**src/rtl/ans_to_str.sv**
```systemverilog
// ans_to_str: converts a 32-bit calculator result into a packed ASCII string.
// The string is MSB byte first, terminated and padded with "\n" (8'h0A).
// Conversion is a 32-step double-dabble, then one digit is packed per cycle
// with leading zeros suppressed. Latency is a fixed 43 edges from start to done.
module ans_to_str #(
    parameter int STR_BYTES = 32,
    parameter bit SIGNED    = 1'b1
) (
    input  logic                   clk,
    input  logic                   rst,
    input  logic                   start,
    input  logic [31:0]            value,
    output logic                   busy,
    output logic                   done,
    output logic [8*STR_BYTES-1:0] str
);

    localparam logic [8*STR_BYTES-1:0] FILL = {STR_BYTES{8'h0A}};

    typedef enum logic [1:0] {
        IDLE,
        CONV,
        PACK,
        FIN
    } state_t;

    state_t                 state_q, state_d;
    logic [31:0]            mag_q, mag_d;     // magnitude always fits in 32 bits
    logic [39:0]            bcd_q, bcd_d;     // ten BCD digits, digit 0 in [3:0]
    logic [3:0]             ptr_q, ptr_d;     // next byte position to write
    logic [4:0]             cnt_q, cnt_d;     // CONV step count, then PACK digit index
    logic                   seen_q, seen_d;   // a significant digit has been written
    logic                   busy_q, busy_d;
    logic                   done_q, done_d;
    logic [8*STR_BYTES-1:0] str_q, str_d;

    // Per-step scratch values used by the datapath process.
    logic                   neg;
    logic [39:0]            adj;
    logic [3:0]             digit;

    // State and datapath registers; everything returns to its idle value on reset.
    // NOTE: sequential state uses non-blocking assignments so every flop samples
    // the pre-edge values of the others, independent of statement order.
    always_ff @(posedge clk or negedge rst) begin
        if (!rst) begin
            state_q <= IDLE;
            mag_q   <= '0;
            bcd_q   <= '0;
            ptr_q   <= '0;
            cnt_q   <= '0;
            seen_q  <= 1'b0;
            busy_q  <= 1'b0;
            done_q  <= 1'b0;
            str_q   <= FILL;
        end else begin
            state_q <= state_d;
            mag_q   <= mag_d;
            bcd_q   <= bcd_d;
            ptr_q   <= ptr_d;
            cnt_q   <= cnt_d;
            seen_q  <= seen_d;
            busy_q  <= busy_d;
            done_q  <= done_d;
            str_q   <= str_d;
        end
    end

    // Next-state selection: fixed-length CONV and PACK phases, two-cycle FIN.
    // NOTE: every combinational output gets a default first so no path can
    // leave it unassigned and infer a latch.
    always_comb begin
        state_d = state_q;
        case (state_q)
            IDLE:    if (start) state_d = CONV;
            CONV:    if (cnt_q == 5'd31) state_d = PACK;
            PACK:    if (cnt_q == 5'd0) state_d = FIN;
            FIN:     if (done_q) state_d = IDLE;
            default: state_d = IDLE;
        endcase
    end

    // Datapath and output register updates for the current state.
    always_comb begin
        mag_d  = mag_q;
        bcd_d  = bcd_q;
        ptr_d  = ptr_q;
        cnt_d  = cnt_q;
        seen_d = seen_q;
        busy_d = busy_q;
        done_d = done_q;
        str_d  = str_q;
        neg    = 1'b0;
        adj    = bcd_q;
        digit  = '0;
        case (state_q)
            IDLE: begin
                if (start) begin
                    neg    = SIGNED && value[31];
                    // 32-bit negation maps 32'h80000000 onto 2147483648 unsigned.
                    mag_d  = neg ? (~value + 32'd1) : value;
                    bcd_d  = '0;
                    cnt_d  = '0;
                    seen_d = 1'b0;
                    busy_d = 1'b1;
                    str_d  = FILL;
                    ptr_d  = '0;
                    if (neg) begin
                        str_d[8*STR_BYTES-1 -: 8] = 8'h2D;
                        ptr_d                     = 4'd1;
                    end
                end
            end
            CONV: begin
                for (int i = 0; i < 10; i++) begin
                    if (bcd_q[4*i +: 4] >= 4'd5) adj[4*i +: 4] = bcd_q[4*i +: 4] + 4'd3;
                end
                {bcd_d, mag_d} = {adj, mag_q} << 1;
                cnt_d = (cnt_q == 5'd31) ? 5'd9 : cnt_q + 5'd1;
            end
            PACK: begin
                digit = bcd_q[4*cnt_q +: 4];
                // Digit 0 is always written so a zero result still prints "0".
                if (digit != 4'd0 || seen_q || cnt_q == 5'd0) begin
                    str_d[8*(STR_BYTES-1-int'(ptr_q)) +: 8] = {4'h3, digit};
                    ptr_d  = ptr_q + 4'd1;
                    seen_d = 1'b1;
                end
                cnt_d = (cnt_q == 5'd0) ? 5'd0 : cnt_q - 5'd1;
            end
            FIN: begin
                if (!done_q) begin
                    done_d = 1'b1;
                end else begin
                    done_d = 1'b0;
                    busy_d = 1'b0;
                end
            end
            default: ;
        endcase
    end

    // Outputs come straight from registers.
    always_comb begin
        busy = busy_q;
        done = done_q;
        str  = str_q;
    end

endmodule
```
**config.mk**
```make
export PLATFORM = sky130hd
export DESIGN_NAME = ans_to_str
export DESIGN_NICKNAME = d
export VERILOG_FILES = /design/src/rtl/ans_to_str.sv
export SDC_FILE = /design/constraint.sdc
export NUM_CORES = 1
export LEC_CHECK = 0
export BUFFER_PORTS_ARGS = -buffer_cell sky130_fd_sc_hd__buf_4
export CAP_MARGIN = 20
export CORE_AREA = 4 4 130 194
export DETAILED_ROUTE_END_ITERATION = 12
export DIE_AREA = 0 0 134 198
export HOLD_SLACK_MARGIN = 0.08
export PLACE_DENSITY = 0.83
export SYNTH_ARGS = -nofsm -noshare
export SYNTH_HDL_FRONTEND = slang
export SYNTH_SLANG_ARGS = --single-unit
```
**constraint.sdc**
```tcl
create_clock -name clk -period 3.2 [get_ports clk]
set_input_delay 0 -clock clk [delete_from_list [all_inputs] [get_ports clk]]
set_output_delay 0 -clock clk [all_outputs]
set_load 0.02 [all_outputs]
```
==> qor.yml <==
cts:
  clock_latency_ps: 520
  cts_sinks: 243
  postCtsSetupBuffers: 0
  cts-htree-levels: 1
  path_clk_slew_ps: 70
  clk_path_buf_depth: 3
  cts_tree: "done"
  numCtsBuffers: 24
  cts_root_buf: "clkbuf_16"
pwr:
  irDropWorstVdd_v: 0.0004726
  p_leak_nw: 7.118
  power_density_nw_per_um2: 737.3
sta:
  tightest_slew_ps: 745.8
  report.final.setup_viol: 0
  rsz0062_at_grt: "false"
  slew_violations: 0
  fmax_ghz: 0.3388
  hold_viol_final: 0
  min_period_ps: 2952
  final.setup.tns_ps: 0
  hold_ws_ps: 79.67
  min_period_over_period_pct: 92.24
  clock_skew_ps: 17.07
  slew_headroom_pct: 50.28
hold_path:
  hp-class: "input port to asynchronous set/reset pin"
routing:
  drc: 0
  ant_nets: 0
  via_per_inst: 5.811
  num_vias: 10745
  drt-wirelength-per-cell_um: 19.46
  initialDrtViolationCount: 902
  wirelength_um: 35980
  drt_first_pass_iters: 6
global_route:
  grt_pass1_wl_um: 56590
  grt_start_max_net_pins: 90
  grt_pass1_vias: 10777
  grtUsageTotal_pct: 26.14
  grt-ovfl-total: 0
  antenna_found_initial: 0
placement:
  place_congestion: 0.8959
  hpwl_um: 25560
  io_buffers: 224
critical_path:
  crit_arrival_ps: 3390
  crit_fanout: 5
  critPathLaunch: "value[4]"
  r2r_setup_slack_ps: 270
  r2r_start: "cnt_q[1]"
  critPathKind: "input port to register"
  setup.worst_path.end_class: "register"
  crit_required_ps: 3640
  cp-start-kind: "input port"
  rr_worst_depth: 9
  rr_endpoint: "str[229]"
final_layout:
  fillers: 1759
  area_growth_pct: 23.07
  layout_common_cells: "buf_4, dfrtp_1, nand2_1"
  nNetsFinal: 1579
  mostFrequentLayoutCell: "buf_4"
  drive_above_1_share_pct: 26.03
outcome:
  status: "complete, no violations"
yosys:
  yosys_warnings: 0
  seq_area_frac_synth_pct: 48.09
  synthArstFlopShare_pct: 100.0
  synth_area_sq_um: 12810
  synth-edff-count: 0
  avgSynthCellArea_sq_um: 10.01
  yosysUniqueCellTypes: 71
  synth-seq-cells: 243
  ys.flop_type: "dfrtp_1"
  synth_cells: 1279
floorplan:
  coreArea_sq_um: 23570
  die_w_um: 134
  num_rows: 69
  pin_count: 293
  initial_core_util_pct: 54.34
  fp.dieH_um: 198
  dieArea_sq_um: 26530
job:
  cap_viol_max_count: 0
[worst max-delay path by stage]
stage	endpoint	slack [ps]	cells after the start
after floorplan	str[133]	500	14
after global placement	str[253]	240	6
after detailed placement	str[253]	190	6
after CTS	str[253]	200	6
after global routing	str[219]	70	8
final	mag_q[25]	250	10
[registers in the layout, summed over array words and instances (netlist names)]
register  flops
str         157
state_q       2
done          1
seen_q        1
cnt_q         5
mag_q        32
bcd_q        40
ptr_q         4
busy          1
[synth_stat cells, types with 36 or more instances]
library cell | count | share of area, %
a221o_1 | 41 | 3.2
a21oi_1 | 51 | 2.0
nor2_1 | 79 | 2.3
nand2_1 | 144 | 4.2
o22ai_1 | 48 | 2.3
o21ai_0 | 78 | 3.0
clkbuf_1 | 51 | 1.5
buf_4 | 100 | 5.9
dfstp_2 | 63 | 13
inv_1 | 40 | 1.2
and2_1 | 36 | 1.8
dfrtp_1 | 180 | 35
[cell type report]
cell class              instances  area (sq um)  share of cell area [%]
clock buffers                  34         709.4                   4.501
multi-input cells             896          5758                   36.53
clock inverters                10         107.6                  0.6827
inverters                      40         150.1                  0.9526
well taps                     319         399.1                   2.532
diodes                          1         2.502                 0.01588
repair buffers                306          2475                   15.70
flip-flops and latches        243          6160                   39.08
[per-stage QoR]
step	cells	area [sq um]	worst slack [ps]	total power, mW	util (%)
2_1_floorplan	1346	13060	497.1	7.118	-
3_3_place_gp	1756	14450	241.5	8.498	61.29
3_5_place_dp	1756	14450	191.2	8.595	61.29
4_1_cts	1848	15740	197.5	11.58	66.79
5_1_grt	1848	15760	74.73	12.23	66.86
6_report	1849	15760	248.2	11.62	66.87
[power by group]
part	internal (mW)	switching (mW)	total (mW)
Combinational	1.63	3.07	4.70
Clock	1.71	1.20	2.91
Sequential	3.61	0.397	4.01
Total	6.96	4.66	11.6
[layer usage]
metal | GRT usage [%] | part of all wire [%] | wire [um]
met2 | 48.58 | 54 | 19360
met5 | 0 | 0 | 0
met1 | 30.05 | 36 | 13080
met4 | 10.87 | 4.3 | 1534
met3 | 3.584 | 5.6 | 2005
[cells by family (layout without fill, tap and decap cells)]
group,Yosys count,count (layout),synth area share (%)
buffers and inverters,207,390,9.281
AO/OA/AOI/OAI,329,329,18.63
XOR/XNOR,53,53,3.624
flip-flops,243,243,48.09
multiplexers,25,25,2.569
adder cells (fa/ha/maj),33,33,3.224
other,1,69,0.02928
AND/OR/NAND/NOR,388,388,14.55
[timing repair]
| item | 4_1_cts | 5_1_grt |
|---|---|---|
| hold endpoints to repair | 199 | 0 |
| endpoints found under the setup margin | 0 | 3 |
| hold buffers | 48 | 0 |
| gates resized for setup | 0 | 3 |
[critical path, stage by stage]
cell	delay, ps
dlygate4sd3_1	530
buf_4	140
or4_1	610
nor3_1	470
nand3_1	330
o31ai_1	370
xnor2_1	170
dlygate4sd3_1	570
nor2_1	40
o21ai_0	160
(Power assumes the default switching activity.)
